==> src/rtl/mux_param_arb.sv <==
`timescale 1ns/1ps
// N-channel registered mux with valid/ready handshakes, fixed-select or round-robin grant.
// Define MUX_PARAM_ARB_CNT_EN to add the 16-bit output-transfer counter port out_count.
module mux_param_arb #(
  parameter int unsigned  WIDTH    = 2,
  parameter int unsigned  CHANNELS = 4,
  localparam int unsigned SELW     = $clog2(CHANNELS)
) (
  input  logic                      clk,
  input  logic                      rst,
  input  logic [CHANNELS*WIDTH-1:0] in_data,
  input  logic [CHANNELS-1:0]       in_valid,
  output logic [CHANNELS-1:0]       in_ready,
  input  logic                      mode,
  input  logic [SELW-1:0]           sel,
  output logic [WIDTH-1:0]          out_data,
  output logic [SELW-1:0]           out_ch,
  output logic                      out_valid,
`ifdef MUX_PARAM_ARB_CNT_EN
  output logic [15:0]               out_count,
`endif
  input  logic                      out_ready
);

  typedef enum logic [0:0] {
    S_EMPTY = 1'b0,
    S_FULL  = 1'b1
  } state_e;

  state_e            state_q, state_d;
  logic [WIDTH-1:0]  out_data_q, out_data_d;
  logic [SELW-1:0]   out_ch_q, out_ch_d;
  logic [SELW-1:0]   ptr_q, ptr_d;
  logic              load;
  logic              grant_vld;
  logic [SELW-1:0]   grant_ch;
  logic [SELW-1:0]   scan_ch;

  // State and datapath registers
  always_ff @(posedge clk or posedge rst) begin
    if (rst) begin
      state_q    <= S_EMPTY;
      out_data_q <= '0;
      out_ch_q   <= '0;
      ptr_q      <= SELW'(CHANNELS - 1);
    end else begin
      state_q    <= state_d;
      out_data_q <= out_data_d;
      out_ch_q   <= out_ch_d;
      ptr_q      <= ptr_d;
    end
  end

  // Grant decision, input handshake and next-state logic
  always_comb begin
    state_d    = state_q;
    out_data_d = out_data_q;
    out_ch_d   = out_ch_q;
    ptr_d      = ptr_q;
    grant_vld  = 1'b0;
    grant_ch   = '0;
    scan_ch    = '0;
    in_ready   = '0;
    load       = (state_q == S_EMPTY) || out_ready;

    if (load) begin
      if (!mode) begin
        // Out-of-range select is rejected before indexing so no X reaches the grant
        if ((32'(sel) < CHANNELS) && in_valid[sel]) begin
          grant_vld = 1'b1;
          grant_ch  = sel;
        end
      end else begin
        for (int unsigned i = 1; i <= CHANNELS; i++) begin
          scan_ch = SELW'((32'(ptr_q) + i) % CHANNELS);
          if (!grant_vld && in_valid[scan_ch]) begin
            grant_vld = 1'b1;
            grant_ch  = scan_ch;
          end
        end
      end
    end

    if (grant_vld && !rst) begin
      in_ready[grant_ch] = 1'b1;
    end

    if (grant_vld) begin
      state_d    = S_FULL;
      out_data_d = in_data[32'(grant_ch)*WIDTH +: WIDTH];
      out_ch_d   = grant_ch;
      if (mode) begin
        ptr_d = grant_ch;
      end
    end else if (load) begin
      state_d = S_EMPTY;
    end
  end

  assign out_data  = out_data_q;
  assign out_ch    = out_ch_q;
  assign out_valid = (state_q == S_FULL);

`ifdef MUX_PARAM_ARB_CNT_EN
  logic [15:0] count_q, count_d;

  // Counts accepted output beats, wrapping at 16 bits
  always_comb begin
    count_d = count_q;
    if ((state_q == S_FULL) && out_ready) begin
      count_d = count_q + 16'd1;
    end
  end

  always_ff @(posedge clk or posedge rst) begin
    if (rst) begin
      count_q <= '0;
    end else begin
      count_q <= count_d;
    end
  end

  assign out_count = count_q;
`endif

endmodule

==> config.mk <==
export PLATFORM = sky130hd
export DESIGN_NAME = mux_param_arb
export DESIGN_NICKNAME = d
export VERILOG_FILES = /design/src/rtl/mux_param_arb.sv
export SDC_FILE = /design/constraint.sdc
export NUM_CORES = 1
export LEC_CHECK = 0
export ABC_AREA = 1
export CORE_MARGIN = 2
export CORE_UTILIZATION = 48
export DETAILED_ROUTE_END_ITERATION = 7
export PLACE_DENSITY = 0.84
export RECOVER_POWER = 50
export SYNTH_ARGS = -nofsm -noshare
export SYNTH_HDL_FRONTEND = slang
export SYNTH_SLANG_ARGS = --single-unit
==> constraint.sdc <==
create_clock -name clk -period 4.4 [get_ports clk]
set_input_delay 0.44 -clock clk [delete_from_list [all_inputs] [get_ports clk]]
set_output_delay 0.44 -clock clk [all_outputs]
set_load 0.02 [all_outputs]
==> results by stage <==
Critical path:
- The largest stage delay on the critical path is 640 ps.
- Of all nets on the critical path, the largest fanout is 8.
- STA puts the critical path data arrival time at 2720 ps.
- The startpoint type of the worst setup path is a primary input.
- For the worst setup path, the data required time is 3960 ps.
- The worst setup path is of the in -> out kind.
- The category of the worst setup path capture point is a primary output.
- The worst-path cell with the longest stage delay is clkdlybuf4s50_1.
- The critical path goes through clkdlybuf4s50_1 > nand2_1 > nand2_2 > nand2_1 > nand2_1 > inv_2 > nand2_1 > o21ai_2 > a21oi_4 > nand2_1 > nor3_1 > clkdlybuf4s50_1.
- The cell occurring most often along the worst timing path is nand2_1.

Clock tree:
- The clock passes through at most 2 buffers.
- The count of buffers added by post-CTS timing repair for setup is 0.
- After clock tree synthesis, the clock-pin slew on the worst setup and hold paths is 50 ps.
- The cell sitting at the root of the clock tree is a clkbuf_4.
- The number of buffers added by the clock tree synthesis step is 3.
- The number of levels the H-tree was split into is 1.
- The clock insertion delay at the later pin of the skew report is 240 ps.
- The post-CTS resize count is 0.
- The hold-fix buffer count after cts is 0.
- For this design, the sink count on the clock tree is 7.
- The CTS tree is built.

STA:
- The count of final setup violators is 0.
- The share of the cycle needed by the critical path after routing is 71.9%.
- The time the worst path needs with I/O delays and setup is 3160 ps.
- The count of final max-slew check failures is 0.
- For the pin with the worst max-slew slack, the measured transition is 269 ps.
- On the final layout, the worst clock skew is 1.78 ps.
- In this run the tightest slew margin relative to its limit is 82.1%.
- Setup repair after global routing left no endpoint under its margin.
- For this run, the top clock speed supported by timing is 316 MHz.
- Setup total negative slack on the finished layout was measured at 0 ps.
- The final hold violation count is 0.
- The tightest hold margin is 474 ps.

Outcome:
- The run finished with clean final reports.

Pwr:
- The part of the power in the clock network is 7.3%.
- The static power due to leakage is 0.531 nW.
- The internal power summed over all cells is 0.342 mW.
- The overall power after layout is 0.758 mW.
- The switching share of total power is 54.9%.
- The total power divided by cell area is 688 nW/µm².
- For this design the total switching power over the nets is 0.416 mW.
- The fraction of power consumed by sequential logic is 18.2%.
- IR analysis of the VDD net gives a maximum drop of 0.000444 V.
- Per report_power, the combinational group accounts for 74.5% of the total.

Detailed routing:
- Dividing the detail-routed via count by the number of cells gives 5.11.
- The detail route stage leaves a number of antenna-violating nets equal to 0.
- Dividing the detail-routed wire length by the instance count gives 11.7 µm.
- The number of search-and-repair iterations in the first detailed-routing pass is 4.
- The wire length reported by the detailed router is 1.95 mm.
- The number of DRC markers in iteration 0 is 23.
- In the routed design, unresolved DRC markers number 0.
- For this block, the via count after detailed routing is 848.

Cells and area:
- The multi-input combinational cells in the finished layout cover a total of 567 µm².
- The proportion of layout cells with a drive suffix above 1 is 22.7%.
- Summing all flip-flop and latch instances after layout gives 178 µm².
- With fillers left out, the area of the finished cells amounts to 1100 µm².
- Counting the fill cells in the layout gives 127.
- The area growth from synthesis to layout is 36.6%.
- The number of antenna diodes in the final layout is 0.
- The commonest non-fill, non-tap cell in the layout is nand2_1.
- In the layout the commonest cells are 45 x nand2_1, 21 x clkdlybuf4s50_1, 11 x nand3_1, 9 x nor2_1.
- The post-layout net count is 169.

Logic synthesis:
- Synthesis produced 121 cells.
- The number of nets in the synthesized netlist is 139.
- The netlist uses 25 different library cells.
- The top flip-flop cell by instance count after synthesis is dfrtp_1.
- The synthesized area divided by synthesized cell count is 6.66 µm².
- Of all flip-flops after synthesis, the portion carrying an async set or reset was 100%.
- Sorting the synthesized cells by area gives the leading types as nand2_1 21%, dfrtp_1 16%, nand2_4 8.4%.
- The synthesized design contains 7 register bits.
- The warning count from the yosys run is 0.
- The count of flip-flops with a built-in enable after synthesis is 0.
- The dominant cell type by area after synthesis is nand2_1.
- The sequential element share of the synthesized area is 22.0%.
- The area share of the largest cell type after synthesis is 21.0%.
- The cell area that synthesis handed to floorplanning was 806 µm².

Floorplanning:
- The die width is 45.0 µm.
- The row count is 14.
- 27 I/O pins were placed.
- The starting density of the core is 52.3%.
- The core footprint is 1540 µm².
- The die covers 2020 µm².
- The chip height is 45.0 µm.

Hold path:
- The min-delay analysis places its worst path in the category reg -> reg.

Global route:
- The first global-routing pass estimated 3.30 mm of wire.
- Entering global routing, the biggest net connects 10 pins.
- After global routing the overflow that remains totals 0.
- The via count of the first global-routing pass is 783.
- Global routing used 21.7% of the available tracks.
- The number of antenna violations at the first check in global routing is 0.

Placement:
- The port buffer count is 26.
- Summing all placed instances gives a cell area of 1070 µm².
- After legalization and detailed placement, the total HPWL measured 1.69 mm.
- Routability-driven placement finished with a final weighted congestion of 0.947.

Job:
- The number of max-cap violations is 0.
==> area by class of cell <==
class,count,share of cell area [%]
multi-input cells,101,51.5
repair buffers,26,23.6
flip-flops and latches,7,16.1
inverters,12,4.55
clock buffers,4,2.39
well taps,16,1.82
==> state kept, by name (all words and copies together), names as in the netlist <==
register,cells
out_ch,2
out_data,2
ptr_q,2
out_valid,1
==> cells by family (layout without fill, tap and decap cells) <==
logic type	Yosys count	after routing	share of synthesized area, %
simple gates	93	93	61.5
buf+inv	13	42	7.61
compound gates	8	8	8.85
flops	7	7	22.0
==> critical path: cells and delay by family <==
family / cells / cell delay (ps)
AND/OR/NAND/NOR: 7 / 720
buffers and inverters: 3 / 1240
AO/OA/AOI/OAI: 2 / 320
==> power groups by stage <==
stage | combinational [mW] | sequential, mW | clock, mW
4_1_cts | 0.576 | 0.138 | 0.0577
3_3_place_gp | 0.561 | 0.138 | 0
6_report | 0.565 | 0.138 | 0.0549
5_1_grt | 0.622 | 0.144 | 0.0626
2_1_floorplan | 0.426 | 0.151 | 0
3_5_place_dp | 0.573 | 0.139 | 0
==> final timing paths <==
kind / from / endpoint / slack [ps] / cells after the start
worst max-delay path: in_valid[2] / in_ready[3] / 1240 / 12
worst min-delay path: out_ch[0] / out_ch[0] / 470 / 2
worst max register to register: ptr_q[0] / out_data[0] / 2370 / 15
worst min register to register: out_ch[0] / out_ch[0] / 470 / 2
max in group asynchronous: rst / ptr_q[1] / 3520 / 2
min in group asynchronous: rst / out_data[0] / 610 / 2
==> per-layer routing <==
metal  share of wire [%]  up-vias  global-route usage (%)
li1                    -      451                       -
met1                  47      383                    31.4
met2                  50       14                    34.3
met3                 2.5        0                    2.00
met4                   0        0                    6.47
met5                   0        -                       0
==> synthesized netlist by cell type (2+ instances only) <==
master and count:
nand2_2 8, nand4_1 3, dfstp_2 2, inv_2 3, o21ai_0 2, nor2_1 9, nand3_1 11, nand3_2 3
inv_1 8, nor2_2 2, nand2_4 6, nor3_1 3, nand2_1 45, dfrtp_1 5
==> per-stage QoR <==
stage | utilization (%) | std cells | worst slack, ps
final | 71.4 | 166 | 1240
after global routing | 71.4 | 166 | 1040
after CTS | 71.4 | 166 | 1260
after detailed placement | 69.7 | 162 | 1260
after global placement | 69.7 | 162 | 1320
after floorplan | - | 121 | 2030
No activity file was read; power rests on OpenSTA's default activity.
